### config.mk
export PLATFORM = sky130hd
export DESIGN_NAME = phase_report_sched
export DESIGN_NICKNAME = d
export VERILOG_FILES = /design/src/rtl/phase_pkg.sv /design/src/rtl/phase_frame_ser.sv /design/src/rtl/phase_report_sched.sv
export SDC_FILE = /design/constraint.sdc
export NUM_CORES = 1
export LEC_CHECK = 0
export BUFFER_PORTS_ARGS = -buffer_cell sky130_fd_sc_hd__buf_2
export CORE_ASPECT_RATIO = 1.25
export CORE_MARGIN = 2
export CORE_UTILIZATION = 65
export CTS_BUF_LIST = sky130_fd_sc_hd__clkbuf_2
export CTS_CLUSTER_DIAMETER = 40
export CTS_CLUSTER_SIZE = 30
export DETAILED_ROUTE_END_ITERATION = 10
export PLACE_DENSITY = 0.91
export SKIP_LAST_GASP = 1
export SYNTH_ARGS = -nofsm -noshare
export SYNTH_HDL_FRONTEND = slang
export SYNTH_HIERARCHICAL = 1
export SYNTH_SLANG_ARGS = --single-unit
### constraint.sdc
create_clock -name i_clk -period 16.2 [get_ports i_clk]
set_input_delay 0.81 -clock i_clk [delete_from_list [all_inputs] [get_ports i_clk]]
set_output_delay 0.81 -clock i_clk [all_outputs]
set_load 0.01 [all_outputs]
### src/rtl/phase_pkg.sv
// Shared definitions for the phase-report frame scheduler: FSM encoding,
// frame geometry and word-forming helpers.
package phase_pkg;

  typedef enum logic [1:0] {
    ST_IDLE,
    ST_LOAD,
    ST_SEND,
    ST_DONE
  } state_t;

  localparam int FRAME_LEN = 19;
  localparam int PH_W      = 29;
  localparam int WORD_W    = 32;
  localparam int IDX_W     = 5;

  localparam logic [IDX_W-1:0] LAST_IDX = IDX_W'(FRAME_LEN - 1);

  function automatic logic [WORD_W-1:0] zext(input logic [PH_W-1:0] v);
    return {{(WORD_W - PH_W){1'b0}}, v};
  endfunction

  function automatic logic [WORD_W-1:0] sext(input logic [PH_W-1:0] v);
    return {{(WORD_W - PH_W){v[PH_W-1]}}, v};
  endfunction

endpackage

### src/rtl/phase_frame_ser.sv
// Frame byte multiplexer and running checksum over SEQ..W4 LSB.
module phase_frame_ser
  import phase_pkg::*;
#(
  parameter logic [7:0] SYNC_BYTE = 8'hA5
) (
  input  logic              i_clk,
  input  logic              i_res,
  input  logic              i_clr,
  input  logic              i_acc,
  input  logic [IDX_W-1:0]  i_idx,
  input  logic [7:0]        i_seq,
  input  logic [WORD_W-1:0] i_w1,
  input  logic [WORD_W-1:0] i_w2,
  input  logic [WORD_W-1:0] i_w3,
  input  logic [WORD_W-1:0] i_w4,
  output logic [7:0]        o_byte,
  output logic [7:0]        o_chk
);

  logic [IDX_W-1:0]  k;
  logic [WORD_W-1:0] word;

  // NOTE: every always_comb output gets a default first so no path leaves it unassigned (no latch).
  always_comb begin
    k    = i_idx - IDX_W'(2);
    word = '0;
    unique case (k[3:2])
      2'd0: word = i_w1;
      2'd1: word = i_w2;
      2'd2: word = i_w3;
      2'd3: word = i_w4;
    endcase
    o_byte = 8'h00;
    unique case (k[1:0])
      2'd0: o_byte = word[31:24];
      2'd1: o_byte = word[23:16];
      2'd2: o_byte = word[15:8];
      2'd3: o_byte = word[7:0];
    endcase
    if (i_idx == '0)                o_byte = SYNC_BYTE;
    else if (i_idx == IDX_W'(1))    o_byte = i_seq;
    else if (i_idx == LAST_IDX)     o_byte = o_chk;
  end

  // NOTE: sequential state uses non-blocking assignments so all flops update together at the edge.
  always_ff @(posedge i_clk or posedge i_res) begin
    if (i_res) begin
      o_chk <= 8'h00;
    end else if (i_clr) begin
      o_chk <= 8'h00;
    end else if (i_acc && i_idx != '0 && i_idx != LAST_IDX) begin
      o_chk <= o_chk + o_byte;
    end
  end

endmodule

### src/rtl/phase_report_sched.sv
// Phase-result frame scheduler: latches four counter values and streams a
// 19-byte frame to a UART. Define PHASE_REPORT_DIFF_EN to send W2..W4 as
// signed differences to ph1 instead of raw values.
module phase_report_sched
  import phase_pkg::*;
#(
  parameter logic [7:0] SYNC_BYTE = 8'hA5
) (
  input  logic             i_clk,
  input  logic             i_res,
  input  logic             i_ph_en,
  input  logic [PH_W-1:0]  i_ph1,
  input  logic [PH_W-1:0]  i_ph2,
  input  logic [PH_W-1:0]  i_ph3,
  input  logic [PH_W-1:0]  i_ph4,
  output logic [7:0]       o_tx_data,
  output logic             o_tx_valid,
  input  logic             i_tx_ready,
  output logic             o_busy,
  output logic             o_frame_done,
  output logic [7:0]       o_drop_cnt
);

  state_t            state;
  logic [PH_W-1:0]   ph1_q, ph2_q, ph3_q, ph4_q;
  logic [WORD_W-1:0] w1, w2, w3, w4;
  logic [IDX_W-1:0]  idx;
  logic [7:0]        seq;
  logic [7:0]        ser_byte;
  logic [7:0]        ser_chk;
  logic              acc;

  assign acc       = o_tx_valid & i_tx_ready;
  assign o_tx_data = o_tx_valid ? ser_byte : 8'h00;

`ifdef PHASE_REPORT_DIFF_EN
  logic [PH_W-1:0] d2, d3, d4;
  assign d2 = ph2_q - ph1_q;
  assign d3 = ph3_q - ph1_q;
  assign d4 = ph4_q - ph1_q;
`endif

  phase_frame_ser #(.SYNC_BYTE(SYNC_BYTE)) u_ser (
    .i_clk  (i_clk),
    .i_res  (i_res),
    .i_clr  (state == ST_LOAD),
    .i_acc  (acc),
    .i_idx  (idx),
    .i_seq  (seq),
    .i_w1   (w1),
    .i_w2   (w2),
    .i_w3   (w3),
    .i_w4   (w4),
    .o_byte (ser_byte),
    .o_chk  (ser_chk)
  );

  always_ff @(posedge i_clk or posedge i_res) begin
    if (i_res) begin
      state        <= ST_IDLE;
      ph1_q        <= '0;
      ph2_q        <= '0;
      ph3_q        <= '0;
      ph4_q        <= '0;
      w1           <= '0;
      w2           <= '0;
      w3           <= '0;
      w4           <= '0;
      idx          <= '0;
      seq          <= 8'h00;
      o_tx_valid   <= 1'b0;
      o_busy       <= 1'b0;
      o_frame_done <= 1'b0;
      o_drop_cnt   <= 8'h00;
    end else begin
      o_frame_done <= 1'b0;
      // Strobes outside IDLE are lost; the latched values stay untouched.
      if (i_ph_en && state != ST_IDLE && o_drop_cnt != 8'hFF)
        o_drop_cnt <= o_drop_cnt + 8'h01;

      unique case (state)
        ST_IDLE: begin
          if (i_ph_en) begin
            ph1_q  <= i_ph1;
            ph2_q  <= i_ph2;
            ph3_q  <= i_ph3;
            ph4_q  <= i_ph4;
            o_busy <= 1'b1;
            state  <= ST_LOAD;
          end
        end
        ST_LOAD: begin
          w1 <= zext(ph1_q);
`ifdef PHASE_REPORT_DIFF_EN
          w2 <= sext(d2);
          w3 <= sext(d3);
          w4 <= sext(d4);
`else
          w2 <= zext(ph2_q);
          w3 <= zext(ph3_q);
          w4 <= zext(ph4_q);
`endif
          idx        <= '0;
          o_tx_valid <= 1'b1;
          state      <= ST_SEND;
        end
        ST_SEND: begin
          if (acc) begin
            if (idx == LAST_IDX) begin
              o_tx_valid   <= 1'b0;
              o_frame_done <= 1'b1;
              state        <= ST_DONE;
            end else begin
              idx <= idx + IDX_W'(1);
            end
          end
        end
        ST_DONE: begin
          seq    <= seq + 8'h01;
          o_busy <= 1'b0;
          state  <= ST_IDLE;
        end
      endcase
    end
  end

endmodule

==> metrics.log, run 1 <==
[metrics] outcome: finished clean
[metrics] total half-perimeter wirelength after legalization and detailed placement: 17300 um
[metrics] fmax: 0.161 GHz
[metrics] Seq pwr share: 42.2%
[metrics] Final Setup Violations: 0
[metrics] endpoint kind of the worst setup timing path: output pin
[metrics] detailed-route via count: 7370
[metrics] layout cell share with drive strength beyond 1: 46.0%
[metrics] CTS max path bufs: 3
[metrics] fraction of registers with async set/reset: 100%
[metrics] final sum of negative setup slack: 0 ps
[metrics] antenna viol nets, final: 0
[metrics] register area share after synthesis: 56.0%
[metrics] I/O pin cnt: 139
[metrics] setup repair after global routing missed its margin: false
[metrics] Critical Path RT: 15390 ps
[metrics] routed wire length: 24200 um
[metrics] Die Footprint: 19400 um2
[metrics] clock period minus final worst setup slack: 6200 ps
[metrics] part of the total power dissipated in the clock network: 12.8%
[metrics] share of the core filled with cells: 73.1%
[metrics] DRC violation count after routing: 0
[metrics] transition time at the pin with the least slew margin: 1030 ps
[metrics] count of flip-flops with a built-in enable after synthesis: 0
[metrics] horizontal die dimension: 125 um
[metrics] Final Hold Violating Endpoints: 0
[metrics] signal arrival time at the worst endpoint: 5390 ps
[metrics] CTS buffer count: 26
[metrics] antenna violations before repair: 1
[metrics] cell-by-cell listing of the critical path: inv_1, ha_2, buf_4, mux2_2, mux4_2, a22oi_2, mux2i_1, a221oi_1, nor2_1, and2_1, buf_2
[metrics] number of slew-limit violations in the final report: 0
[metrics] GR Overflow Total: 0
[metrics] effective utilization at floorplan: 66.0%
[metrics] slowest cell on the critical path: sky130_fd_sc_hd__dfrtp_1
[metrics] TritonCTS clock tree: yes
[metrics] CTS H-tree depth: 1
[metrics] net switching fraction of the power: 36.9%
[metrics] most common flop cell mapped by yosys: sky130_fd_sc_hd__dfrtp_1
[metrics] number of nets in the layout: 1124
[metrics] post-synthesis instance area: 11900 um2
[metrics] classification of the worst-slack hold path: in -> reg
[metrics] pwr/cell area: 221 nW/um2
[metrics] area growth from synthesis to final layout: 10.8%
[metrics] global-route wire length before repair: 39200 um
[metrics] register clock-pin slew on the reported worst setup and hold paths: 280 ps
[metrics] NetSw: 1070 uW
[metrics] clock latency at the later pin of the worst-skew pair: 870 ps
[metrics] worst vdd ir: 134 uV
[metrics] combinational share of power: 45.0%
[metrics] Post-Route Skew: 79.2 ps
[metrics] GRT Util Overall: 25.3%
[metrics] clock root buffer: sky130_fd_sc_hd__clkbuf_2
[metrics] count of standard-cell rows: 55
[metrics] number of port buffers: 138
[metrics] count of warnings emitted by yosys: 6
[metrics] Final Wtd Congestion: 0.906
[metrics] die height: 155 um
[metrics] number of violations reported at the end of detailed-routing iteration 0: 432
[metrics] register bit total from synthesis: 266
[metrics] slowest cell delay on critical path: 900 ps
[metrics] reported max-cap violation count: 0
[metrics] Synth Area per Inst: 14.1 um2
[metrics] peak fanout along the critical path: 25
[metrics] number of clock sinks seen by CTS: 266
[metrics] library cells used by synthesis: 55
[metrics] Routed wire per std cell: 19.6 um
[metrics] number of standard cells after synthesis: 846
[metrics] leakage power total: 0.00593 uW
[metrics] startpoint type of the worst setup path: flop
[metrics] fin crit share: 38.2%
[metrics] number of detailed-route iterations in the first pass: 5
[metrics] critical path class: reg -> out
[metrics] via density per instance: 5.96
[metrics] via count of the first global-routing pass: 7734
[metrics] largest net degree at the start of global routing: 109
[metrics] Cell Int Power: 1840 uW
[metrics] placeable core region: 18000 um2
[metrics] # fillers: 1156
[metrics] headroom to the max-slew limit: 31.2%
-- state kept, by name, indices dropped and copies added (netlist names) --
register / count
w1: 29
o_tx_valid: 1
ph2_q: 29
ph3_q: 29
seq: 8
ph4_q: 29
w2: 29
state: 2
o_drop_cnt: 8
u_ser/o_chk: 8
o_busy: 1
o_frame_done: 1
ph1_q: 29
w3: 29
idx: 5
w4: 29
-- kinds of logic after synthesis --
kind of cell	share of synthesized area (%)
flops	56.0
simple gates	6.11
fa+ha+maj	1.85
compound gates	4.10
xor+xnor	1.46
buf+inv	2.49
other cells	0.0315
mux	28.0
-- cell usage after synthesis, drive strengths merged, types with 8 or more instances --
cell,instances,share of area [%]
nor2,29,0.92
a21oi,17,0.72
mux4,22,4.2
and2,12,0.63
xnor2,12,0.95
nand4,11,0.58
mux2,241,23
buf,36,1.9
o21ai,10,0.42
inv,12,0.38
ha,16,1.7
a221oi,9,0.72
nand2,41,1.3
and3,8,0.42
mux2i,11,0.93
nand3,15,0.63
dfrtp,266,56
-- area by class of cell --
class / count / area [um2] / share of cell area, %
Timing Repair Buffer: 145 / 746 / 5.66
Clock buffer: 28 / 140 / 1.06
Inverter: 12 / 52.6 / 0.399
Multi-Input combinational cell: 536 / 5010 / 38.1
Tap cell: 228 / 285 / 2.17
Sequential cell: 266 / 6660 / 50.5
Antenna cell: 1 / 2.50 / 0.0190
Clock inverter: 20 / 277 / 2.10
-- final timing paths --
path,startpoint,endpoint,slack [ps],depth (start not counted)
worst max register to register,idx[1],u_ser/o_chk[7],10310,16
worst min-delay path,i_ph2[22],ph2_q[22],150,2
worst max-delay path,idx[1],o_tx_data[2],10000,11
min in group asynchronous,i_res,u_ser/o_chk[5],520,3
max in group asynchronous,i_res,ph4_q[7],13290,5
worst min register to register,ph2_q[10],w2[10],500,1
-- metal layers --
| metal | GRT usage, % | wire length (um) | up-vias |
|---|---|---|---|
| li1 | - | - | 3345 |
| met1 | 32.2 | 9650 | 3738 |
| met5 | 0 | 0 | - |
| met3 | 4.44 | 1180 | 64 |
| met2 | 43.7 | 12500 | 223 |
| met4 | 9.84 | 921 | 0 |
-- power groups by stage --
stage	Clock [uW]	Combinational, uW	Sequential, uW
floorplan	0	1080	1130
global placement	0	1260	1220
detailed placement	0	1310	1240
CTS	383	1310	1230
global route	412	1430	1260
finish	374	1310	1230
-- worst max-delay path, delay by kind of cell (launching register included) --
family / cells / cell delay [ps]
buffers and inverters: 3 / 1010
multiplexers: 3 / 960
AO/OA/AOI/OAI: 2 / 500
AND/OR/NAND/NOR: 2 / 290
adder cells (fa/ha/maj): 1 / 860
flip-flops: 1 / 900
-- cell usage in the layout (no fill, tap or decap), drive strengths merged, types with 4 or more instances in the layout --
master,instances
a221oi,9
nand4,11
nor2,29
o22ai,7
nor2b,6
and2,12
a31oi,4
o21bai,4
mux2,241
dfrtp,266
ha,16
a21oi,17
mux2i,11
clkinv,7
o21ai,10
nand2,41
nor3b,4
mux4,22
nand2b,6
buf,144
inv,18
bufinv,4
clkbuf,28
conb,12
xor2,7
and3,8
nand3,15
xnor2,12
-- per-stage QoR --
stage / cells / total power [uW] / setup WS (ps) / hold WS (ps) / area, um2
5_1_grt: 1236 / 3100 / 9580 / 51.2 / 13200
2_1_floorplan: 857 / 2210 / 8290 / 446 / 11900
3_5_place_dp: 1186 / 2550 / 10420 / 481 / 12700
4_1_cts: 1235 / 2920 / 9980 / 72.1 / 13200
3_3_place_gp: 1186 / 2470 / 10550 / 469 / 12700
6_report: 1236 / 2910 / 10000 / 151 / 13200
-- repair_timing --
action	CTS	global route
hold buffers	1	0
gates resized for setup	0	0
buffers inserted	0	0
endpoints found under the hold margin	8	0
Power figures use the tool's default switching activity.
==> run 2, diff against run 1 <==
Settings changed: CORE_UTILIZATION 65 to 55, PLACE_DENSITY 0.91 to 0.82.
Clock period 16.2 ns to 5.6 ns, I/O delays scaled along.
==> run 2 against run 1 <==
- count of clock-buffer cells in the layout is 3 higher
- register-to-register slack got worse by 9500 ps
- final area up 9.3%
- first-iteration DRC count up 21%
- hold slack got worse by 34 ps
- clock skew is 10 ps lower
- global-route usage down 0.078 points
- setup slack got worse by 9200 ps
- via count up 7.6%
- power grew to 2.9 times the previous value
- critical path depth increased by 5
- sequential share of layout area is 4.3 points lower
- highest routed layer unchanged
==> metrics.log, run 2 (synthesis results as in run 1) <==
[metrics] Final Hold Violating Endpoints: 0 (unchanged)
[metrics] startpoint type of the worst setup path: flop (unchanged)
[metrics] total half-perimeter wirelength after legalization and detailed placement: 17700 um (was 17300 um)
[metrics] slowest cell delay on critical path: 620 ps (was 900 ps)
[metrics] count of standard-cell rows: 60 (was 55)
[metrics] clock latency at the later pin of the worst-skew pair: 890 ps (was 870 ps)
[metrics] Final Setup Violations: 0 (unchanged)
[metrics] clock period minus final worst setup slack: 4770 ps
[metrics] most frequent cells in the layout: sky130_fd_sc_hd__dfrtp_1 (266), sky130_fd_sc_hd__mux2_2 (240), sky130_fd_sc_hd__buf_2 (138) (unchanged)
[metrics] placeable core region: 21400 um2 (was 18000 um2)
[metrics] number of port buffers: 138 (unchanged)
[metrics] GRT Util Overall: 25.2% (was 25.3%)
[metrics] fmax: 0.209 GHz
[metrics] area growth from synthesis to final layout: 21.1% (was 10.8%)
[metrics] routed wire length: 28400 um (was 24200 um)
[metrics] postcts setup bufs: 0 (unchanged)
[metrics] via count of the first global-routing pass: 8430 (was 7734)
[metrics] CTS max path bufs: 3 (unchanged)
[metrics] Post-Route Skew: 69.2 ps (was 79.2 ps)
[metrics] largest net degree at the start of global routing: 145 (was 109)
[metrics] via density per instance: 5.60 (was 5.96)
[metrics] antenna viol nets, final: 0 (unchanged)
[metrics] number of nets in the layout: 1250 (was 1124)
[metrics] signal arrival time at the worst endpoint: 5530 ps (was 5390 ps)
[metrics] worst vdd ir: 368 uV (was 134 uV)
[metrics] Seq pwr share: 42.0% (was 42.2%)
[metrics] final sum of negative setup slack: 0 ps (unchanged)
[metrics] endpoint kind of the worst setup timing path: flop (was output pin)
[metrics] layout cell share with drive strength beyond 1: 41.1% (was 46.0%)
[metrics] headroom to the max-slew limit: 33.8% (was 31.2%)
[metrics] cell-by-cell listing of the critical path: inv_1, ha_2, buf_4, buf_4, mux2i_1, o21ai_0, a221oi_1, o2111a_1, o21ai_0, ha_1, a21oi_1, o211ai_1, o41ai_2, nor3b_1, a221oi_1, nand4_1 (was inv_1, ha_2, buf_4, mux2_2, mux4_2, a22oi_2, mux2i_1, a221oi_1, nor2_1, and2_1, buf_2)
[metrics] pwr/cell area: 593 nW/um2 (was 221 nW/um2)
[metrics] Final Wtd Congestion: 0.857 (was 0.906)
[metrics] Cell Int Power: 5310 uW (was 1840 uW)
[metrics] Routed wire per std cell: 20.1 um (was 19.6 um)
[metrics] area after detailed placement: 12900 um2 (was 12700 um2)
[metrics] peak fanout along the critical path: 18 (was 25)
[metrics] global-route wire length before repair: 44800 um (was 39200 um)
[metrics] Critical Path RT: 6350 ps (was 15390 ps)
[metrics] die height: 168 um (was 155 um)
[metrics] register clock-pin slew on the reported worst setup and hold paths: 270 ps (was 280 ps)
[metrics] setup repair after global routing missed its margin: false (unchanged)
[metrics] net switching fraction of the power: 37.8% (was 36.9%)
[metrics] commonest non-fill, non-tap cell in the layout: sky130_fd_sc_hd__dfrtp_1 (unchanged)
[metrics] number of detailed-route iterations in the first pass: 5 (unchanged)
[metrics] cell class contributing the biggest share of worst-path delay: compound AO/OA/AOI/OAI gates (was buffers and inverters)
[metrics] Die Footprint: 22800 um2 (was 19400 um2)
[metrics] CTS H-tree depth: 1 (unchanged)
[metrics] effective utilization at floorplan: 55.6% (was 66.0%)
[metrics] leakage power total: 0.00643 uW (was 0.00593 uW)
[metrics] detailed-route via count: 7930 (was 7370)
[metrics] CP Buf/Inv Count: 3 (unchanged)
[metrics] number of violations reported at the end of detailed-routing iteration 0: 522 (was 432)
[metrics] I/O pin cnt: 139 (unchanged)
[metrics] NetSw: 3230 uW (was 1070 uW)
[metrics] transition time at the pin with the least slew margin: 993 ps (was 1030 ps)
[metrics] part of the total power dissipated in the clock network: 11.5% (was 12.8%)
[metrics] antenna violations before repair: 1 (unchanged)
[metrics] DRC violation count after routing: 0 (unchanged)
[metrics] number of slew-limit violations in the final report: 0 (unchanged)
[metrics] slowest cell on the critical path: sky130_fd_sc_hd__ha_2 (was sky130_fd_sc_hd__dfrtp_1)
[metrics] combinational share of power: 46.4% (was 45.0%)
[metrics] fin crit share: 85.2%
[metrics] clock root buffer: sky130_fd_sc_hd__clkbuf_2 (unchanged)
[metrics] # fillers: 1492 (was 1156)
[metrics] outcome: finished clean (unchanged)
[metrics] horizontal die dimension: 136 um (was 125 um)
[metrics] reported max-cap violation count: 0 (unchanged)
[metrics] classification of the worst-slack hold path: in -> async (was in -> reg)
[metrics] CTS buffer count: 28 (was 26)
[metrics] TritonCTS clock tree: yes (unchanged)
[metrics] post-route standard cell area excluding fillers: 14400 um2 (was 13200 um2)
[metrics] critical path class: reg -> reg (was reg -> out)
[metrics] number of clock sinks seen by CTS: 266 (unchanged)
[metrics] GR Overflow Total: 0 (unchanged)
run 2: final timing paths:
path	slack, ps	cells after the start	start	endpoint
hold reg to reg	500	1	seq[7]	seq[7]
hold / removal	120	3	i_res	ph3_q[12]
setup reg to reg	830	16	idx[2]	u_ser/o_chk[7]
max in group asynchronous	4020	4	i_res	ph3_q[18]
setup / recovery	830	16	idx[2]	u_ser/o_chk[7]
min in group i_clk	120	3	i_ph2[12]	ph2_q[12]
run 2: power groups by stage:
stage | clock network, uW | logic, uW | registers, uW
after floorplan | 0 | 3120 | 3280
after global placement | 0 | 3690 | 3570
after detailed placement | 0 | 3830 | 3600
after CTS | 995 | 3910 | 3560
after global routing | 1100 | 4300 | 3670
final | 985 | 3970 | 3590
run 2: routing by layer:
metal | part of all wire [%] | GRT usage [%] | up-vias
met5 | 0 | 0 | -
met4 | 3.5 | 9.15 | 0
met3 | 4.6 | 3.28 | 72
met2 | 52 | 44.4 | 267
met1 | 40 | 31.9 | 4002
li1 | - | - | 3589
run 2: through the flow:
stage                     total power, uW  util [%]  worst slack (ps)  hold slack [ps]  std cells
final                                8540      67.3               826              117       1415
after global routing                 9070      67.3               501             35.4       1415
after CTS                            8460      67.3               962             76.1       1414
after detailed placement             7440      60.1              1010              294       1242
after global placement               7260      60.1              1250              296       1242
after floorplan                      6400         -              1490             95.7        857
run 2: final cells by class:
class | instances | area, um2 | area share, %
inverter | 12 | 48.8 | 0.339
sequential | 266 | 6660 | 46.2
tap | 279 | 349 | 2.42
multi-input combinational | 536 | 5010 | 34.8
clock buffer | 31 | 155 | 1.08
clock inverter | 21 | 186 | 1.29
timing repair buffer | 269 | 1990 | 13.8
antenna | 1 | 2.50 | 0.0174
run 2: repair_timing:
action,in CTS,in global routing
hold buffers,120,0
resized for setup,0,0
endpoints found under the hold margin,180,0
run 2: worst register-to-register path: stages, from the launching register on:
cell                       delay [ps]
sky130_fd_sc_hd__dfrtp_1          520
sky130_fd_sc_hd__inv_1             90
sky130_fd_sc_hd__ha_2             620
sky130_fd_sc_hd__buf_4            340
sky130_fd_sc_hd__buf_4            260
sky130_fd_sc_hd__mux2i_1          220
sky130_fd_sc_hd__o21ai_0          140
sky130_fd_sc_hd__a221oi_1         350
sky130_fd_sc_hd__o2111a_1         260
sky130_fd_sc_hd__o21ai_0          120
sky130_fd_sc_hd__ha_1             240
sky130_fd_sc_hd__a21oi_1          220
sky130_fd_sc_hd__o211ai_1         170
sky130_fd_sc_hd__o41ai_2          490
sky130_fd_sc_hd__nor3b_1          130
sky130_fd_sc_hd__a221oi_1         350
sky130_fd_sc_hd__nand4_1          140
==> run 3, diff against run 2 <==
Settings changed: CORE_UTILIZATION 55 to 65, PLACE_DENSITY 0.82 to 0.91.
Clock period 5.6 ns to 5.8 ns, I/O delays scaled along.
==> run 3 against run 2 <==
- clock power grew 6%
- count of clock-buffer cells in the layout is the same
- register-to-register slack gained 200 ps
- first-iteration DRC count grew 22%
- critical path depth grew 1
- core utilization grew 12 points
- global-route usage grew 6.5 points
- via count grew 3.8%
- routed wire length grew 5.8%
- final area shrank 0.23%
- sequential share of layout area grew 0.10 points
- power shrank 1.7%
==> metrics.log, run 3 (synthesis results as in run 1) <==
[metrics] slowest cell on the critical path: sky130_fd_sc_hd__xnor2_4 (was sky130_fd_sc_hd__ha_2)
[metrics] clock root buffer: sky130_fd_sc_hd__clkbuf_2 (unchanged)
[metrics] commonest non-fill, non-tap cell in the layout: sky130_fd_sc_hd__dfrtp_1 (unchanged)
[metrics] GRT Util Overall: 31.7% (was 25.2%)
[metrics] CTS H-tree depth: 1 (unchanged)
[metrics] worst vdd ir: 307 uV (was 368 uV)
[metrics] placeable core region: 18000 um2 (was 21400 um2)
[metrics] post-route standard cell area excluding fillers: 14400 um2 (about the same)
[metrics] area after detailed placement: 12800 um2 (was 12900 um2)
[metrics] number of violations reported at the end of detailed-routing iteration 0: 638 (was 522)
[metrics] setup repair after global routing missed its margin: false (unchanged)
[metrics] Post-Route Skew: 59.6 ps (was 69.2 ps)
[metrics] fmax: 0.209 GHz (about the same)
[metrics] total half-perimeter wirelength after legalization and detailed placement: 17900 um (was 17700 um)
[metrics] Die Footprint: 19400 um2 (was 22800 um2)
[metrics] number of slew-limit violations in the final report: 0 (unchanged)
[metrics] headroom to the max-slew limit: 33.4% (was 33.8%)
[metrics] slowest cell delay on critical path: 660 ps (was 620 ps)
[metrics] critical path class: reg -> reg (unchanged)
[metrics] final sum of negative setup slack: 0 ps (unchanged)
[metrics] antenna violations before repair: 3 (was 1)
[metrics] classification of the worst-slack hold path: in -> reg (was in -> async)
[metrics] via density per instance: 6.05 (was 5.60)
[metrics] critical path's most frequent cell: sky130_fd_sc_hd__a21oi_1
[metrics] fin crit share: 82.3% (was 85.2%)
[metrics] horizontal die dimension: 125 um (was 136 um)
[metrics] number of detailed-route iterations in the first pass: 5 (unchanged)
[metrics] postcts setup bufs: 0 (unchanged)
[metrics] detailed-route via count: 8228 (was 7930)
[metrics] leakage power total: 0.00644 uW (was 0.00643 uW)
[metrics] register clock-pin slew on the reported worst setup and hold paths: 300 ps (was 270 ps)
[metrics] reported max-cap violation count: 0 (unchanged)
[metrics] effective utilization at floorplan: 66.0% (was 55.6%)
[metrics] Final Setup Violations: 0 (unchanged)
[metrics] number of nets in the layout: 1248 (was 1250)
[metrics] clock latency at the later pin of the worst-skew pair: 920 ps (was 890 ps)
[metrics] outcome: finished clean (unchanged)
[metrics] number of clock sinks seen by CTS: 266 (unchanged)
[metrics] Final Wtd Congestion: 0.916 (was 0.857)
[metrics] global-route wire length before repair: 48000 um (was 44800 um)
[metrics] Routed wire per std cell: 22.1 um (was 20.1 um)
[metrics] number of instances resized during post-cts repair: 0 (unchanged)
[metrics] count of standard-cell rows: 55 (was 60)
[metrics] CTS max path bufs: 3 (unchanged)
[metrics] CTS buffer count: 27 (was 28)
[metrics] clock period minus final worst setup slack: 4780 ps (was 4770 ps)
[metrics] Final Hold Violating Endpoints: 0 (unchanged)
[metrics] number of port buffers: 138 (unchanged)
[metrics] Critical Path RT: 6580 ps (was 6350 ps)
[metrics] transition time at the pin with the least slew margin: 999 ps (was 993 ps)
[metrics] pwr/cell area: 585 nW/um2 (was 593 nW/um2)
[metrics] setup slack of the worst register-to-register path: 1020 ps (was 830 ps)
[metrics] layout cell share with drive strength beyond 1: 41.4% (was 41.1%)
[metrics] TritonCTS clock tree: yes (unchanged)
[metrics] most frequent cells in the layout: sky130_fd_sc_hd__dfrtp_1 (266), sky130_fd_sc_hd__mux2_2 (240), sky130_fd_sc_hd__buf_2 (138) (unchanged)
[metrics] cell-by-cell listing of the critical path: inv_1, buf_4, ha_2, xnor2_4, buf_4, mux4_2, nand2_1, a21oi_1, a221oi_1, a21oi_1, ha_1, a21oi_1, o211ai_1, o41ai_2, nor3b_1, a221oi_1, nand4_1 (was inv_1, ha_2, buf_4, buf_4, mux2i_1, o21ai_0, a221oi_1, o2111a_1, o21ai_0, ha_1, a21oi_1, o211ai_1, o41ai_2, nor3b_1, a221oi_1, nand4_1)
[metrics] GR Overflow Total: 0 (unchanged)
[metrics] I/O pin cnt: 139 (unchanged)
[metrics] number of buffers inserted for hold repair after clock tree synthesis: 120 (unchanged)
[metrics] via count of the first global-routing pass: 8778 (was 8430)
[metrics] endpoint kind of the worst setup timing path: flop (unchanged)
[metrics] largest net degree at the start of global routing: 128 (was 145)
[metrics] antenna viol nets, final: 0 (unchanged)
[metrics] signal arrival time at the worst endpoint: 5560 ps (was 5530 ps)
[metrics] DRC violation count after routing: 0 (unchanged)
[metrics] total power draw: 8400 uW (was 8540 uW)
[metrics] peak fanout along the critical path: 25 (was 18)
[metrics] routed wire length: 30100 um (was 28400 um)
[metrics] die height: 155 um (was 168 um)
[metrics] area growth from synthesis to final layout: 20.8% (was 21.1%)
[metrics] startpoint type of the worst setup path: flop (unchanged)
## run 3: changes by cell type in the layout (fill, tap and decap cells not counted)
cell,change
sky130_fd_sc_hd__inv_2,+1
sky130_fd_sc_hd__inv_12,+1
sky130_fd_sc_hd__diode_2,+1
sky130_fd_sc_hd__inv_8,+2
sky130_fd_sc_hd__clkinv_1,-5
sky130_fd_sc_hd__clkinv_2,-4
sky130_fd_sc_hd__clkinv_8,-1
sky130_fd_sc_hd__clkinv_4,+3
sky130_fd_sc_hd__clkinvlp_4,-1
sky130_fd_sc_hd__buf_4,-1
sky130_fd_sc_hd__bufinv_16,+1
## run 3: path summary, 6_finish.rpt
path                                 from             end  cells after the start
worst max-delay path               idx[1]  u_ser/o_chk[7]                     17
worst min-delay path            i_ph3[19]       ph3_q[19]                      3
worst max register to register     idx[1]  u_ser/o_chk[7]                     17
worst min register to register  ph1_q[20]          w1[20]                      1
max in group asynchronous           i_res       ph2_q[25]                      6
min in group asynchronous           i_res  u_ser/o_chk[1]                      4
## run 3: stage by stage
stage	setup slack (ps)	utilization, %	instances	hold WS (ps)
2_1_floorplan	1690	-	857	106
3_3_place_gp	1300	70.9	1190	297
3_5_place_dp	1190	70.9	1190	294
4_1_cts	1230	79.6	1359	97.7
5_1_grt	712	79.7	1361	81.2
6_report	1020	79.7	1361	108
## run 3: cell type report
type                            instances  area (um2)
Sequential cell                       266        6660
Multi-Input combinational cell        536        5010
Fill cell                             958        3660
Timing Repair Buffer                  268        1980
Tap cell                              228         285
Clock inverter                         18         223
Clock buffer                           31         155
Inverter                               12        48.8
Antenna cell                            2        5.00
## run 3: critical path, delay by kind of cell, from the launching register on
family,cells,cell delay (ps)
compound gates,7,1710
xor+xnor,1,660
buf+inv,3,630
fa+ha+maj,2,580
flops,1,400
mux,1,360
simple gates,3,340
## run 3: power breakdown
part / internal, uW / switching (uW) / leakage [uW]
clock network: 329 / 710 / 0.000239
registers: 2780 / 710 / 0.00318
logic: 2060 / 1810 / 0.00302
## run 3: metal layers
metal  global-route usage, %  vias to the layer above  part of all wire, %
li1                        -                     3584                    -
met5                       0                        -                    0
met2                    56.7                      368                   54
met3                    4.37                       93                  5.3
met1                    39.1                     4183                   37
met4                    13.2                        0                  4.3
